$ cat config.mk
export PLATFORM = sky130hd
export DESIGN_NAME = row_fetch_unit_flat
export DESIGN_NICKNAME = d
export VERILOG_FILES = /design/src/rtl/row_fetch_if.sv /design/src/rtl/row_fetch_unit.sv /design/src/flat_wrapper.sv
export SDC_FILE = /design/constraint.sdc
export NUM_CORES = 1
export LEC_CHECK = 0
export ABC_AREA = 1
export BUFFER_PORTS_ARGS = -buffer_cell sky130_fd_sc_hd__buf_2
export CORE_ASPECT_RATIO = 0.6
export CORE_UTILIZATION = 38
export CTS_CLUSTER_DIAMETER = 60
export DETAILED_ROUTE_END_ITERATION = 16
export HOLD_SLACK_MARGIN = 0.03
export SLEW_MARGIN = 25
export SYNTH_ARGS = -nofsm -noshare
export SYNTH_HDL_FRONTEND = slang
export SYNTH_SLANG_ARGS = --single-unit
$ cat constraint.sdc
create_clock -name clk -period 1.9 [get_ports clk]
set_input_delay 0.38 -clock clk [delete_from_list [all_inputs] [get_ports clk]]
set_output_delay 0.38 -clock clk [all_outputs]
set_load 0.005 [all_outputs]
$ cat src/rtl/row_fetch_if.sv
// Row fetch bus: controller handshake, frame BRAM read port and line-buffer
// write port of the row fetch unit, grouped so they travel as one port.
interface row_fetch_if #(
    parameter int MAX_ROW = 480,
    parameter int MAX_COL = 640,
    parameter int DATA_W  = 8,
    parameter int ADDR_W  = 19
);
    localparam int ROW_W = (MAX_ROW > 1) ? $clog2(MAX_ROW) : 1;
    localparam int COL_W = (MAX_COL > 1) ? $clog2(MAX_COL) : 1;

    // controller handshake
    logic              fetch_req_i;
    logic              frame_clr_i;
    logic              fetch_done_o;
    logic              busy_o;
    logic              last_row_o;
    logic [ROW_W-1:0]  row_idx_o;
    // frame BRAM read port
    logic              bram_en_o;
    logic [ADDR_W-1:0] bram_addr_o;
    logic [DATA_W-1:0] bram_rdata_i;
    // line-buffer write port
    logic              buf_we_o;
    logic [1:0]        buf_sel_o;
    logic [COL_W-1:0]  buf_waddr_o;
    logic [DATA_W-1:0] buf_wdata_o;

    // the fetch unit itself
    modport slave (
        input  fetch_req_i, frame_clr_i, bram_rdata_i,
        output fetch_done_o, busy_o, last_row_o, row_idx_o,
               bram_en_o, bram_addr_o, buf_we_o, buf_sel_o, buf_waddr_o, buf_wdata_o
    );

    // controller plus BRAM/line-buffer environment
    modport master (
        output fetch_req_i, frame_clr_i, bram_rdata_i,
        input  fetch_done_o, busy_o, last_row_o, row_idx_o,
               bram_en_o, bram_addr_o, buf_we_o, buf_sel_o, buf_waddr_o, buf_wdata_o
    );
endinterface

$ cat src/rtl/row_fetch_unit.sv
// Row fetch unit: on request, streams one image row out of frame BRAM into
// line-buffer slot (row mod 3), pulses fetch_done and advances the row pointer.
module row_fetch_unit #(
    parameter int MAX_ROW = 480,
    parameter int MAX_COL = 640,
    parameter int DATA_W  = 8,
    parameter int ADDR_W  = 19,
    parameter int RD_LAT  = 1
) (
    input  logic     clk,
    input  logic     rst_n,
    row_fetch_if.slave bus
);
    localparam int ROW_W = (MAX_ROW > 1) ? $clog2(MAX_ROW) : 1;
    localparam int COL_W = (MAX_COL > 1) ? $clog2(MAX_COL) : 1;

    typedef enum logic [1:0] {
        S_IDLE  = 2'd0,
        S_READ  = 2'd1,
        S_DRAIN = 2'd2,
        S_DONE  = 2'd3
    } state_t;

    state_t            state_q;
    logic [ROW_W-1:0]  row_q;
    logic [ADDR_W-1:0] base_q;
    logic [ADDR_W-1:0] addr_q;
    logic [COL_W-1:0]  col_q;
    logic [1:0]        slot_q;
    logic              en_q;
    logic              done_q;
    logic              last_q;
    logic              busy_q;

    // read-return pipe: valid + column, RD_LAT deep, aligned with BRAM data
    logic [RD_LAT-1:0] vld_q;
    logic [COL_W-1:0]  pcol_q [RD_LAT];
    logic              pipe_empty_next_s;

    // Pipe will hold no valid read after the coming edge (no new issue, no
    // valid in any stage that shifts forward).
    always_comb begin
        pipe_empty_next_s = ~en_q;
        for (int i = 0; i < RD_LAT - 1; i++) begin
            pipe_empty_next_s = pipe_empty_next_s & ~vld_q[i];
        end
    end

    // Shift register carrying issued reads until their data returns.
    always_ff @(posedge clk) begin
        if (!rst_n) begin
            vld_q <= '0;
            for (int i = 0; i < RD_LAT; i++) begin
                pcol_q[i] <= '0;
            end
        end else begin
            vld_q[0]  <= en_q;
            pcol_q[0] <= col_q;
            for (int i = 1; i < RD_LAT; i++) begin
                vld_q[i]  <= vld_q[i-1];
                pcol_q[i] <= pcol_q[i-1];
            end
        end
    end

    // Control FSM with row/base/slot tracking and registered handshake outputs.
    always_ff @(posedge clk) begin
        if (!rst_n) begin
            state_q <= S_IDLE;
            row_q   <= '0;
            base_q  <= '0;
            addr_q  <= '0;
            col_q   <= '0;
            slot_q  <= 2'd0;
            en_q    <= 1'b0;
            done_q  <= 1'b0;
            last_q  <= 1'b0;
            busy_q  <= 1'b0;
        end else begin
            done_q <= 1'b0;
            last_q <= 1'b0;
            case (state_q)
                S_IDLE: begin
                    // a frame clear wins over a simultaneous fetch request
                    if (bus.frame_clr_i) begin
                        row_q  <= '0;
                        base_q <= '0;
                        slot_q <= 2'd0;
                    end else if (bus.fetch_req_i) begin
                        state_q <= S_READ;
                        busy_q  <= 1'b1;
                        en_q    <= 1'b1;
                        addr_q  <= base_q;
                        col_q   <= '0;
                    end else begin
                        busy_q <= 1'b0;
                    end
                end
                S_READ: begin
                    if (col_q == COL_W'(MAX_COL - 1)) begin
                        state_q <= S_DRAIN;
                        en_q    <= 1'b0;
                        addr_q  <= '0;
                    end else begin
                        col_q  <= col_q + COL_W'(1);
                        addr_q <= addr_q + ADDR_W'(1);
                    end
                end
                S_DRAIN: begin
                    if (pipe_empty_next_s) begin
                        state_q <= S_DONE;
                        done_q  <= 1'b1;
                        last_q  <= (row_q == ROW_W'(MAX_ROW - 1));
                    end else begin
                        state_q <= S_DRAIN;
                    end
                end
                S_DONE: begin
                    state_q <= S_IDLE;
                    busy_q  <= 1'b0;
                    if (row_q == ROW_W'(MAX_ROW - 1)) begin
                        row_q  <= '0;
                        base_q <= '0;
                        slot_q <= 2'd0;
                    end else begin
                        row_q  <= row_q + ROW_W'(1);
                        base_q <= base_q + ADDR_W'(MAX_COL);
                        slot_q <= (slot_q == 2'd2) ? 2'd0 : slot_q + 2'd1;
                    end
                end
                default: begin
                    state_q <= S_IDLE;
                    busy_q  <= 1'b0;
                    en_q    <= 1'b0;
                end
            endcase
        end
    end

    assign bus.fetch_done_o = done_q;
    assign bus.busy_o       = busy_q;
    assign bus.last_row_o   = last_q;
    assign bus.row_idx_o    = row_q;
    assign bus.bram_en_o    = en_q;
    assign bus.bram_addr_o  = addr_q;
    assign bus.buf_we_o     = vld_q[RD_LAT-1];
    assign bus.buf_sel_o    = slot_q;
    assign bus.buf_waddr_o  = pcol_q[RD_LAT-1];
    // BRAM data passes straight through; gated so the bus reads 0 when idle
    assign bus.buf_wdata_o  = vld_q[RD_LAT-1] ? bus.bram_rdata_i : '0;
endmodule

$ cat src/flat_wrapper.sv
// flat-port wrapper written by rule: the top's interface ports become plain ports
module row_fetch_unit_flat 
#(
    parameter int MAX_ROW = 480,
    parameter int MAX_COL = 640,
    parameter int DATA_W  = 8,
    parameter int ADDR_W  = 19,
    parameter int RD_LAT  = 1
)
  (clk, rst_n, bus_fetch_req_i, bus_frame_clr_i, bus_bram_rdata_i, bus_fetch_done_o, bus_busy_o, bus_last_row_o, bus_row_idx_o, bus_bram_en_o, bus_bram_addr_o, bus_buf_we_o, bus_buf_sel_o, bus_buf_waddr_o, bus_buf_wdata_o);
  row_fetch_if #(.MAX_ROW(MAX_ROW), .MAX_COL(MAX_COL), .DATA_W(DATA_W), .ADDR_W(ADDR_W)) bus_i ();
  input  logic clk;
  input  logic rst_n;
  input wire logic [$bits(bus_i.fetch_req_i)-1:0] bus_fetch_req_i;
  input wire logic [$bits(bus_i.frame_clr_i)-1:0] bus_frame_clr_i;
  input wire logic [$bits(bus_i.bram_rdata_i)-1:0] bus_bram_rdata_i;
  output wire logic [$bits(bus_i.fetch_done_o)-1:0] bus_fetch_done_o;
  output wire logic [$bits(bus_i.busy_o)-1:0] bus_busy_o;
  output wire logic [$bits(bus_i.last_row_o)-1:0] bus_last_row_o;
  output wire logic [$bits(bus_i.row_idx_o)-1:0] bus_row_idx_o;
  output wire logic [$bits(bus_i.bram_en_o)-1:0] bus_bram_en_o;
  output wire logic [$bits(bus_i.bram_addr_o)-1:0] bus_bram_addr_o;
  output wire logic [$bits(bus_i.buf_we_o)-1:0] bus_buf_we_o;
  output wire logic [$bits(bus_i.buf_sel_o)-1:0] bus_buf_sel_o;
  output wire logic [$bits(bus_i.buf_waddr_o)-1:0] bus_buf_waddr_o;
  output wire logic [$bits(bus_i.buf_wdata_o)-1:0] bus_buf_wdata_o;
  assign bus_i.fetch_req_i = bus_fetch_req_i;
  assign bus_i.frame_clr_i = bus_frame_clr_i;
  assign bus_i.bram_rdata_i = bus_bram_rdata_i;
  assign bus_fetch_done_o = bus_i.fetch_done_o;
  assign bus_busy_o = bus_i.busy_o;
  assign bus_last_row_o = bus_i.last_row_o;
  assign bus_row_idx_o = bus_i.row_idx_o;
  assign bus_bram_en_o = bus_i.bram_en_o;
  assign bus_bram_addr_o = bus_i.bram_addr_o;
  assign bus_buf_we_o = bus_i.buf_we_o;
  assign bus_buf_sel_o = bus_i.buf_sel_o;
  assign bus_buf_waddr_o = bus_i.buf_waddr_o;
  assign bus_buf_wdata_o = bus_i.buf_wdata_o;
  row_fetch_unit #(.MAX_ROW(MAX_ROW), .MAX_COL(MAX_COL), .DATA_W(DATA_W), .ADDR_W(ADDR_W), .RD_LAT(RD_LAT)) u_core (.clk(clk), .rst_n(rst_n), .bus(bus_i));
endmodule
==> summary.md <==
| Metric | Value |
|---|---|
| Starting density of the core | 40.4% |
| Synth top cells by count | nand2_1, inv_1, dfxtp_1, nor2_1, nand3_1 |
| Die footprint | 9710 um2 |
| Net Sw Power | 1540 uW |
| Switching Fraction | 33.1% |
| Core ar. | 8750 um2 |
| # DRC | 0 |
| Crit Path Max Fanout | 8 |
| IO Port Bufs | 64 |
| DR vias | 3527 |
| Wire per inst | 12.9 um |
| Post-synthesis cell area | 3540 um2 |
| Chip width | 127 um |
| RSZ-0062 raised after global routing | yes |
| Post-synth EDFFs | 0 |
| Status | finished, final reports clean |
| CTS tree | yes |
| Pin count of the biggest net entering global routing | 22 |
| First-pass iteration count of the detailed router | 4 |
| Top_reg_cell synth | dfxtp_1 |
| Total Routed Length | 9290 um |
| Worst setup SP type | flop |
| Finish-stage setup viols | 0 |
| CP arrival | 2.00 ns |
| Pre-CTS WS | 0.0495 ns |
| Max cap viols | 0 |
| Post-synth top area share | 39.0% |
| Lkg Pwr | 0.00206 uW |
| Site Rows | 26 |
| CTS Root Cell | clkbuf_16 |
| Clk network pwr share | 38.5% |
| Crit share post-route | 93.5% |
| Final Max Tran Viols | 0 |
| Final Skew | 0.00479 ns |
| Final #Nets | 626 |
| Slew HR | 75.4% |
| Antenna-violating nets left | 0 |
| Nature of the critical path endpoint | flop |
| Fmax | 563 MHz |
| Sequential Power Share | 34.7% |
| First-pass GRT wire length | 15400 um |
| HP Class | in2reg |
| ANT cells | 0 |
| Post-Place Cells | 702 |
| Layout Cells excl Fill | 722 |
| Unique cell type count in the Yosys netlist | 35 |
| Iteration-0 DRC count of the detailed router | 295 |
| Synthesized area per cell | 6.77 um2 |
| Global route overflow | 0 |
| Ys async rst share | 0% |
| Worst-Margin Slew | 0.367 ns |
| Worst EP required | 2.13 ns |
| Fin crit period | 1.78 ns |
| Finished Core Util | 51.1% |
| Cell internal pwr | 3110 uW |
| Peak supply drop | 0.536 mV |
| Clock Sinks | 69 |
| Placed inst area | 4060 um2 |
| Hold_ws | 0.325 ns |
| Top-count cell post-synth | nand2_1 |
| Clock Latency Late Sink | 0.34 ns |
| IO Count | 65 |
| Vias/cell | 4.89 |
| Post-route cell area | 4470 um2 |
| Pwr/cell area | 1040 nW/um2 |
| Seq/Total Area, Yosys | 39.0% |
| Chip height | 76.7 um |
| Top cells by area, synth | dfxtp_1, nand2_1, inv_1 |
| Post-synth top area cell | dfxtp_1 |
| Final worst slack | 0.124 ns |
| Synthesis Warnings | 0 |
| Count of state elements after synthesis | 69 |
| Routability cong. | 0.860 |
| Total GRT Usage | 20.1% |
| Clk slew on worst S/H paths | 0.06 ns |
| Synth-to-layout area growth | 26.3% |
| Initial antenna violation count | 0 |
| CTS Buf Count | 9 |
| FF-to-FF setup slack | 0.12 ns |
| Share of post-route cells with drive strength above 1 | 19.8% |
| WS Path Type | reg2reg |
| Post-Syn Instances | 523 |
| H-tree depth | 3 |
| DP HPWL | 6610 um |
| Comb pwr share | 26.8% |
| Syn Nets | 544 |
| Final hold viol count | 0 |
| Vias in the first global route | 3213 |
| Clock buffer depth | 2 |
final timing paths:
kind                startpoint                         to  cells after the start
max          u_core.state_q[1]  u_core.bus.bram_addr_o[9]                      8
min            bus_fetch_req_i          u_core.bus.busy_o                      3
max reg2reg  u_core.state_q[1]  u_core.bus.bram_addr_o[9]                      8
min reg2reg  u_core.base_q[18]          u_core.base_q[18]                      1
layout by cell type (no fill, tap or decap), types with 2 or more instances in the layout:
cell	count
nand2_1	106
nor3_1	9
inv_2	2
ha_1	9
nor3b_1	2
buf_2	64
buf_12	2
xor2_1	14
nor4_1	2
nor2_1	64
xnor2_1	3
nor2_4	2
clkbuf_8	3
o21ai_0	28
clkbuf_16	10
nor2_2	5
o22ai_1	6
inv_1	84
clkinvlp_4	2
or2_2	3
dfxtp_1	67
dfxtp_2	2
nand4_1	8
buf_4	17
nand3_1	40
nand2_2	3
o21ai_4	2
a21oi_1	39
clkinv_1	2
power by group through the flow:
stage / clock network (uW) / logic [uW] / registers, uW
floorplan: 0 / 690 / 1620
global placement: 0 / 1060 / 1630
detailed placement: 0 / 1070 / 1640
CTS: 1830 / 1080 / 1610
global route: 1880 / 1360 / 1630
finish: 1790 / 1250 / 1610
layer usage:
metal / vias up / routed length (um) / global-route usage (%)
li1: 1821 / - / -
met3: 8 / 698 / 5.72
met5: - / 0 / 0
met4: 0 / 56 / 6.02
met1: 1577 / 4630 / 27.8
met2: 121 / 3900 / 30.2
cell type report:
cell class	count	area, um2
sequential	69	1380
clock buffer	12	267
clock inverter	4	53.8
timing repair buffer	84	513
tap	112	140
inverter	89	337
multi-input combinational	352	1780
fill	866	4280
metrics by stage:
| step | setup TNS [ns] | total power [uW] |
|---|---|---|
| after floorplan | 0 | 2310 |
| after global placement | 0 | 2690 |
| after detailed placement | 0 | 2710 |
| after CTS | 0 | 4520 |
| after global routing | -0.0338 | 4870 |
| final | 0 | 4650 |
critical path: stages, from the launching register on:
cell	delay [ns]
dfxtp_2	0.33
inv_1	0.12
ha_1	0.21
buf_4	0.18
clkinv_1	0.20
nand2_1	0.29
o21ai_0	0.13
a21oi_1	0.13
nor2_1	0.06
logic make-up (layout without fill, tap and decap cells):
| group | Yosys count | after routing | synth area share [%] |
|---|---|---|---|
| simple gates | 246 | 246 | 30.0 |
| buf+inv | 102 | 189 | 11.3 |
| compound gates | 80 | 80 | 12.3 |
| flops | 69 | 69 | 39.0 |
| xor+xnor | 17 | 17 | 4.21 |
| fa+ha+maj | 9 | 9 | 3.18 |
sequential cells by signal, summed over array words and instances (netlist names):
| signal | flops |
|---|---|
| u_core.bus.bram_en_o | 1 |
| u_core.bus.buf_sel_o | 2 |
| u_core.bus.fetch_done_o | 1 |
| u_core.bus.buf_we_o | 1 |
| u_core.bus.row_idx_o | 9 |
| u_core.base_q | 12 |
| u_core.pcol_q | 10 |
| u_core.bus.last_row_o | 1 |
| u_core.bus.busy_o | 1 |
| u_core.col_q | 10 |
| u_core.bus.bram_addr_o | 19 |
| u_core.state_q | 2 |
what timing repair did:
item                       in CTS  in global routing
hold buffers                    0                  0
gates resized for setup         0                 10
setup endpoints to repair       0                 29
setup buffers                   0                  3
(Power assumes the default switching activity.)
